## config.mk

```make
export PLATFORM = sky130hd
export DESIGN_NAME = bit_packer
export DESIGN_NICKNAME = d
export VERILOG_FILES = /design/src/rtl/bit_packer.sv
export SDC_FILE = /design/constraint.sdc
export NUM_CORES = 1
export LEC_CHECK = 0
export CAP_MARGIN = 20
export CORE_ASPECT_RATIO = 1.75
export CORE_MARGIN = 2
export CORE_UTILIZATION = 56
export DETAILED_ROUTE_END_ITERATION = 12
export PLACE_DENSITY_LB_ADDON = 0.25
export SYNTH_ARGS = -nofsm -noshare
export SYNTH_HDL_FRONTEND = slang
export SYNTH_SLANG_ARGS = --single-unit
```

## constraint.sdc

```tcl
create_clock -name clock -period 4.8 [get_ports clock]
set_clock_uncertainty 0.05 [all_clocks]
set_input_delay 0.48 -clock clock [delete_from_list [all_inputs] [get_ports clock]]
set_output_delay 0.48 -clock clock [all_outputs]
set_load 0.01 [all_outputs]
```

## src/rtl/bit_packer.sv

```systemverilog
// rtl/bit_packer.sv - variable-length code packer with first-word-fall-through output FIFO
module bit_packer #(
    parameter int CODE_W = 16,
    parameter int LEN_W  = 5,
    parameter int OUT_W  = 32,
    parameter int DEPTH  = 16,
    parameter int THRESH = DEPTH / 2
) (
    input  logic                       clock,
    input  logic                       resetn,
    input  logic                       in_valid,
    input  logic [CODE_W-1:0]          in_code,
    input  logic [LEN_W-1:0]           in_len,
    output logic                       in_ready,
    input  logic                       flush,
    output logic                       out_valid,
    output logic [OUT_W-1:0]           out_data,
    output logic [$clog2(OUT_W):0]     out_len,
    output logic                       out_last,
    input  logic                       out_ready,
    output logic                       full,
    output logic                       empty,
    output logic                       threshold,
    output logic                       len_err
);
    localparam int OLW   = $clog2(OUT_W) + 1;
    localparam int ACC_W = OUT_W + CODE_W;
    localparam int AL_W  = $clog2(ACC_W + 1);
    localparam int PTR_W = $clog2(DEPTH);
    localparam int CNT_W = PTR_W + 1;
    localparam int ENT_W = OUT_W + OLW + 1;

    localparam logic [0:0] ST_PACK  = 1'b0;
    localparam logic [0:0] ST_FLUSH = 1'b1;

    logic [0:0]        state, state_n;
    logic [ACC_W-1:0]  acc, acc_a, acc_n;
    logic [AL_W-1:0]   acc_len, len_a, len_n;
    logic [PTR_W-1:0]  wr_ptr, rd_ptr;
    logic [CNT_W-1:0]  count;
    logic [ENT_W-1:0]  mem [DEPTH];
    logic [ENT_W-1:0]  wr_entry, head;
    logic [LEN_W-1:0]  eff_len;
    logic [CODE_W-1:0] code_m;
    logic              len_over, accept, word_push, flush_push, push, pop, room;

    assign room     = count < CNT_W'(DEPTH);
    assign in_ready = (state == ST_PACK) && room;
    assign accept   = in_valid && in_ready;
    assign len_over = in_len > LEN_W'(CODE_W);
    assign eff_len  = len_over ? LEN_W'(CODE_W) : in_len;

    always_comb begin
        code_m = '0;
        for (int i = 0; i < CODE_W; i++) begin
            code_m[i] = in_code[i] && (LEN_W'(i) < eff_len);
        end
    end

    // Beat is merged first, then a full word is split off; the flush entry only
    // ever sees what remains, which is how same-edge flush+beat is ordered.
    always_comb begin
        acc_a = acc;
        len_a = acc_len;
        if (accept) begin
            acc_a = acc | (ACC_W'(code_m) << acc_len);
            len_a = acc_len + AL_W'(eff_len);
        end
        word_push  = accept && (len_a >= AL_W'(OUT_W));
        flush_push = (state == ST_FLUSH) && room;
        acc_n = word_push ? (acc_a >> OUT_W) : acc_a;
        len_n = word_push ? (len_a - AL_W'(OUT_W)) : len_a;
        if (flush_push) begin
            acc_n = '0;
            len_n = '0;
        end
        wr_entry = flush_push ? {1'b1, OLW'(acc_len), acc[OUT_W-1:0]}
                              : {1'b0, OLW'(OUT_W), acc_a[OUT_W-1:0]};
        state_n = state;
        if (state == ST_PACK && flush) begin
            state_n = ST_FLUSH;
        end else if (flush_push) begin
            state_n = ST_PACK;
        end
    end

    assign push = word_push || flush_push;
    assign pop  = out_valid && out_ready;

    always_ff @(posedge clock or negedge resetn) begin
        if (!resetn) begin
            state   <= ST_PACK;
            acc     <= '0;
            acc_len <= '0;
            wr_ptr  <= '0;
            rd_ptr  <= '0;
            count   <= '0;
            len_err <= 1'b0;
        end else begin
            state   <= state_n;
            acc     <= acc_n;
            acc_len <= len_n;
            if (accept && len_over) begin
                len_err <= 1'b1;
            end
            if (push) begin
                wr_ptr <= wr_ptr + 1'b1;
            end
            if (pop) begin
                rd_ptr <= rd_ptr + 1'b1;
            end
            case ({push, pop})
                2'b10:   count <= count + 1'b1;
                2'b01:   count <= count - 1'b1;
                default: count <= count;
            endcase
        end
    end

    always_ff @(posedge clock) begin
        if (push) begin
            mem[wr_ptr] <= wr_entry;
        end
    end

    assign head      = mem[rd_ptr];
    assign out_valid = (count != '0);
    assign out_data  = out_valid ? head[OUT_W-1:0] : '0;
    assign out_len   = out_valid ? head[OUT_W +: OLW] : '0;
    assign out_last  = out_valid && head[ENT_W-1];
    assign empty     = (count == '0);
    assign full      = (count == CNT_W'(DEPTH));
    assign threshold = (count >= CNT_W'(THRESH));
endmodule

```

==> results.py, run 1 <==
metrics = {
    "place": {
        "port_buffers": 70,
        "hpwlAfterDp_um": 43800,
        "dpl.cell_count": 2269,
        "gp_congestion": 0.964,
        "dpl-instance-area_sq_um": 30900,
    },
    "clocking": {
        "max-clock-path-buffers": 3,
        "cts_tree": "built",
        "post_cts.repair.setup_buffers": 0,
        "cts.repair.resized": 0,
        "worstSkewPairLatency_ns": 0.60,
        "cts-buffers-inserted": 56,
        "ctsHtreeMaxLevel": 2,
        "cts_root_buffer": "clkbuf_16",
        "worst_setup_hold_path_clk_slew_ns": 0.07,
        "cts.sink_count": 693,
        "holdBufCountCts": 1,
    },
    "logic_synthesis": {
        "synth_seq_cells": 693,
        "dominantRegCellSynth": "edfxtp_1",
        "ys_top_cells_by_count": "edfxtp_1 (624), mux4_2 (200), dfrtp_1 (69)",
        "asyncSetResetFlopFracSynth": 0.0996,
        "synth_cell_types": 76,
        "mappedNetlistNets": 1601,
        "synth_top_cells_by_area": "edfxtp_1 (64%), mux4_2 (15%), dfrtp_1 (5.9%)",
        "syn_area_sq_um": 29100,
        "postSynthAreaPerCell_sq_um": 18.6,
        "netlist.area_leader.share": 0.644,
        "synthMostInstantiatedCell": "edfxtp_1",
        "yosys_warnings": 0,
        "synth_sequential_area_ratio": 0.704,
        "synthCells": 1561,
        "synth_enable_flop_cells": 624,
        "yosysTopAreaCell": "edfxtp_1",
    },
    "job": {
        "max_cap_viol_count": 0,
    },
    "cells_and_area": {
        "finish.net_count": 1698,
        "finalCoreUtilization": 0.640,
        "antenna_cells_inserted": 0,
        "syn_to_final_growth_pct": 13.0,
        "final_layout_size_suffix_gt1_frac": 0.246,
        "final_area_sq_um": 32900,
        "multi_input_area_sq_um": 8150,
        "seq_cell_area_sq_um": 20500,
        "fill_cells": 3481,
        "post_layout_nonfiller_instances": 2378,
    },
    "die": {
        "die_area_sq_um": 53800,
        "core_sq_um": 51300,
        "die_outline_height_um": 305,
        "floorplan.io_pins": 71,
        "initial_core_utilization": 0.566,
        "rows": 110,
        "chip_width_um": 176,
    },
    "run_status": {
        "run_status": "completed",
    },
    "global_routing": {
        "grt_start_max_net_pins": 54,
        "grt_busiest_layer": "met2",
        "antenna_found_initial": 1,
        "via_count_of_the_first_global_routing_pass": 16200,
        "globalRouteOverflowTotal": 0,
        "groute.layer.met1.usage": 0.328,
        "gr-usage-all-layers": 0.267,
        "grt_first_pass_wirelength_um": 104000,
        "gr-usage-met3": 0.0284,
        "met2_usage": 0.479,
    },
    "worst_setup_path": {
        "arrival_ns": 3.58,
        "crit_chain": "buf_4 -> mux4_2 -> mux4_2 -> and2_1 -> clkdlybuf4s50_1",
        "cp_data_required_time_ns": 4.27,
        "worst_path_largest_cell_delay_ns": 0.77,
        "worstSetupEndpointType": "output port",
        "reg2reg_slack_ns": 1.21,
        "path_max_fanout": 24,
        "crit_path_start_kind": "flip-flop",
        "start_to_end_type_of_the_worst_setup_path": "reg -> out",
        "crit_path_top_delay_cell": "dfrtp_4",
        "most_used_cell_cp": "mux4_2",
    },
    "timing": {
        "achievable-frequency_mhz": 243,
        "hold_violations": 0,
        "tns_ns": 0,
        "slew-limit-headroom": 0.287,
        "min_period_ns": 4.11,
        "whs_ns": 0.317,
        "grt_setup_unrepaired": "no",
        "timing.final.setup_violations": 0,
        "maxSlewViolCount": 0,
        "timing_worst_slew_pin_value_ns": 1.06,
        "timing.final.crit_share": 0.857,
    },
    "drt": {
        "routedWlPerCell_um": 29.5,
        "vias": 15600,
        "drcViolationCount": 0,
        "vias_per_cell": 6.56,
        "detailedRoute.firstIterationViolations": 1495,
        "detail_route.first_pass.iterations": 6,
        "final_antenna_net_count": 0,
        "post_route_wl_um": 70200,
    },
    "hold_path": {
        "hold_path.class": "in -> async",
    },
    "pwr": {
        "max-vdd-ir-drop_mv": 0.465,
        "power_density_of_the_placed_cells_nw_per_um2": 636,
        "static-leakage-power_uw": 0.0111,
    },
}
layer usage:
metal / part of all wire / vias to the layer above
met5: 0 / -
met4: 0.049 / 0
met3: 0.056 / 172
met2: 0.54 / 672
met1: 0.35 / 8152
li1: - / 6599
cells in the final DEF (no fill, tap or decap), types with 14 or more instances in the layout:
cell             instances
inv_1                   17
mux4_2                 200
edfxtp_1               624
buf_4                   55
clkbuf_16               56
nor2_1                  62
dfrtp_1                 65
a21oi_1                 51
clkdlybuf4s50_1         69
and3_2                  15
ha_1                    14
a31oi_1                 16
and2_1                  50
nor3_1                  15
a21o_1                  15
o21ai_0                 20
a211oi_1                18
nand2_1                 49
flip-flops by register name, summed over array words and instances, names as in the netlist:
register	count
acc	48
acc_len	6
count	5
len_err	1
mem	624
rd_ptr	4
state	1
wr_ptr	4
per-stage QoR:
| stage | setup WS (ns) | power [uW] |
|---|---|---|
| after floorplan | 0.180 | 13300 |
| after global placement | 0.433 | 16200 |
| after detailed placement | 0.448 | 16300 |
| after CTS | 0.605 | 21000 |
| after global routing | 0.517 | 21700 |
| final | 0.688 | 20900 |
report_power, final:
group / leakage, uW / internal [uW] / total (uW) / switching, uW
Combinational: 0.00347 / 3560 / 7690 / 4130
Clock: 0.000914 / 2630 / 4770 / 2130
Sequential: 0.00668 / 7880 / 8440 / 559
Total: 0.0111 / 14100 / 20900 / 6820
final cells by class:
| class | count | area share |
|---|---|---|
| tap | 672 | 0.0256 |
| clock inverter | 42 | 0.0145 |
| inverter | 17 | 0.00194 |
| timing repair buffer | 141 | 0.0427 |
| sequential | 693 | 0.623 |
| clock buffer | 64 | 0.0442 |
| multi-input combinational | 749 | 0.248 |
critical path: cells and delay by family, from the launching register on:
family / cells / cell delay (ns)
multiplexers: 2 / 1.10
buffers and inverters: 2 / 0.87
AND/OR/NAND/NOR: 1 / 0.19
flip-flops: 1 / 0.77
path summary, 6_finish.rpt:
check	from	end	cells after the start
worst max-delay path	rd_ptr[0]	out_data[6]	5
worst min-delay path	resetn	state	2
worst max register to register	count[4]	mem[4][30]	8
worst min register to register	len_err	len_err	1
max in group asynchronous	resetn	acc[42]	3
min in group clock	len_err	len_err	1
cell families (layout without fill, tap and decap cells):
kind of cell	after synthesis	after routing	synth area share
DFF	693	693	0.704
and+or+nand+nor	257	257	0.0457
AOI/OAI and AO/OA	238	238	0.0590
muxes	225	225	0.164
buffers and inverters	119	264	0.0170
adders and majority gates	15	15	0.00637
xor gates and xnor gates	14	14	0.00422
Power figures use the tool's default switching activity.
==> run 2, diff against run 1 <==
--- a/config.mk
+++ b/config.mk
@@ -5,12 +5,13 @@
 export SDC_FILE = /design/constraint.sdc
 export NUM_CORES = 1
 export LEC_CHECK = 0
-export CAP_MARGIN = 20
+export CAP_MARGIN = 30
 export CORE_ASPECT_RATIO = 1.75
 export CORE_MARGIN = 2
 export CORE_UTILIZATION = 56
 export DETAILED_ROUTE_END_ITERATION = 12
 export PLACE_DENSITY_LB_ADDON = 0.25
+export SKIP_CTS_REPAIR_TIMING = 1
 export SYNTH_ARGS = -nofsm -noshare
 export SYNTH_HDL_FRONTEND = slang
 export SYNTH_SLANG_ARGS = --single-unit
==> run 2 against run 1 <==
Compared with the run above:
- sequential cell count unchanged
- first-iteration DRC count up 3.7%
- global-route usage up 0.16 points
- die area unchanged
- combinational power up 1%
- critical endpoint is now out_data[30]
- largest cell class unchanged
- largest power group unchanged
==> results.py, run 2 (synthesis gave the netlist of run 1 again) <==
metrics = {
    "die": {
        "core_sq_um": 51300,
        "initial_core_utilization": 0.566,
        "floorplan.io_pins": 71,
        "die_area_sq_um": 53800,
        "chip_width_um": 176,
        "die_outline_height_um": 305,
        "rows": 110,
    },
    "global_routing": {
        "via_count_of_the_first_global_routing_pass": 16200,
        "antenna_found_initial": 1,
        "grt_start_max_net_pins": 54,
        "gr-usage-all-layers": 0.269,
        "globalRouteOverflowTotal": 0,
        "grt_first_pass_wirelength_um": 105000,
    },
    "timing": {
        "tns_ns": 0,
        "timing.final.setup_violations": 0,
        "achievable-frequency_mhz": 243,
        "grt_setup_unrepaired": "no",
        "slew-limit-headroom": 0.314,
        "maxSlewViolCount": 0,
        "timing_worst_slew_pin_value_ns": 1.02,
        "min_period_ns": 4.11,
        "timing.final.crit_share": 0.856,
        "crit_path_setup_slack_layout_ns": 0.692,
        "hold_violations": 0,
    },
    "drt": {
        "vias_per_cell": 6.59,
        "vias": 15700,
        "routedWlPerCell_um": 29.8,
        "detail_route.first_pass.iterations": 7,
        "drcViolationCount": 0,
        "post_route_wl_um": 70800,
        "final_antenna_net_count": 0,
        "detailedRoute.firstIterationViolations": 1550,
    },
    "clocking": {
        "cts.sink_count": 693,
        "worst_setup_hold_path_clk_slew_ns": 0.07,
        "ctsHtreeMaxLevel": 2,
        "max-clock-path-buffers": 3,
        "worstSkewPairLatency_ns": 0.60,
        "cts_root_buffer": "clkbuf_16",
        "cts_tree": "built",
        "cts-buffers-inserted": 56,
    },
    "cells_and_area": {
        "final_layout_size_suffix_gt1_frac": 0.244,
        "post_layout_nonfiller_instances": 2375,
        "largest_register": "mem",
        "antenna_cells_inserted": 0,
        "finish.net_count": 1699,
        "layout_commonest_cell": "edfxtp_1",
        "syn_to_final_growth_pct": 13.2,
        "layout_common_cells": "edfxtp_1 (624), mux4_2 (200), clkdlybuf4s50_1 (69)",
        "max_reg_flops": 624,
        "largest_registers": "mem x624, acc x48, acc_len x6",
    },
    "worst_setup_path": {
        "cp_data_required_time_ns": 4.27,
        "arrival_ns": 3.58,
        "path_max_fanout": 39,
        "start_to_end_type_of_the_worst_setup_path": "reg -> out",
        "crit_path_start_kind": "flip-flop",
        "worstSetupEndpointType": "output port",
    },
    "job": {
        "max_cap_viol_count": 0,
    },
    "pwr": {
        "static-leakage-power_uw": 0.0111,
        "power_density_of_the_placed_cells_nw_per_um2": 638,
        "max-vdd-ir-drop_mv": 0.483,
        "post-layout-total-power_uw": 21000,
    },
    "place": {
        "hpwlAfterDp_um": 44000,
        "dpl.cell_count": 2272,
        "gp_congestion": 0.964,
        "pre_cts_slack_ns": 0.472,
        "port_buffers": 70,
    },
    "hold_path": {
        "hold_path.class": "in -> async",
    },
    "run_status": {
        "run_status": "completed",
    },
}
==> run 2: cell count changes in the layout (fill, tap and decap cells not counted), moves of 2 or more <==
cell       delta
bufinv_16     +2
clkbuf_8      -2
clkinv_1      +2
clkinv_2      -4
inv_6         -3
==> run 2: power breakdown <==
group / switching [uW] / internal (uW)
Clock: 2110 / 2740
Sequential: 492 / 7880
Combinational: 4210 / 3580
==> run 2: worst paths after layout <==
path                                start      endpoint  slack, ns  cells past startpoint
worst max-delay path            rd_ptr[0]  out_data[30]       0.69                      5
max in group asynchronous          resetn       acc[10]       3.28                      3
worst min register to register    len_err       len_err       0.43                      1
worst max register to register   count[4]   mem[12][30]       1.14                      8
worst min-delay path               resetn         state       0.32                      2
min in group clock                len_err       len_err       0.43                      1
==> run 2: stage by stage <==
| stage | hold WS (ns) | utilization | area, sq um |
|---|---|---|---|
| after detailed placement | 0.412 | 0.603 | 30900 |
| after CTS | -0.229 | 0.641 | 32900 |
| after global routing | 0.360 | 0.641 | 32900 |
| final | 0.317 | 0.641 | 32900 |
| after global placement | 0.418 | 0.602 | 30900 |
| after floorplan | 0.134 | - | 29100 |
==> run 2: routing by layer <==
metal | vias up | GRT usage | part of all wire
li1 | 6612 | - | -
met1 | 8287 | 0.331 | 0.36
met2 | 606 | 0.485 | 0.54
met3 | 147 | 0.0256 | 0.052
met4 | 0 | 0.115 | 0.047
met5 | - | 0 | 0
==> run 2: critical path: stages, from the launching register on <==
cell and delay [ns]:
dfrtp_4 0.77, buf_12 0.38, mux4_2 0.61, mux4_2 0.53, and2_1 0.18, clkdlybuf4s50_1 0.47
==> run 2: final cells by class <==
| class | instances | area [sq um] |
|---|---|---|
| Inverter | 17 | 63.8 |
| Fill cell | 3451 | 18400 |
| Timing Repair Buffer | 142 | 1420 |
| Clock inverter | 39 | 510 |
| Tap cell | 672 | 841 |
| Multi-Input combinational cell | 749 | 8150 |
| Clock buffer | 63 | 1460 |
| Sequential cell | 693 | 20500 |
==> run 3, diff against run 2 <==
--- a/config.mk
+++ b/config.mk
@@ -12,6 +12,7 @@
 export DETAILED_ROUTE_END_ITERATION = 12
 export PLACE_DENSITY_LB_ADDON = 0.25
 export SKIP_CTS_REPAIR_TIMING = 1
+export SKIP_LAST_GASP = 1
 export SYNTH_ARGS = -nofsm -noshare
 export SYNTH_HDL_FRONTEND = slang
 export SYNTH_SLANG_ARGS = --single-unit
==> results of run 3 <==
The final DEF is identical to that of run 2; final timing and power are the same.
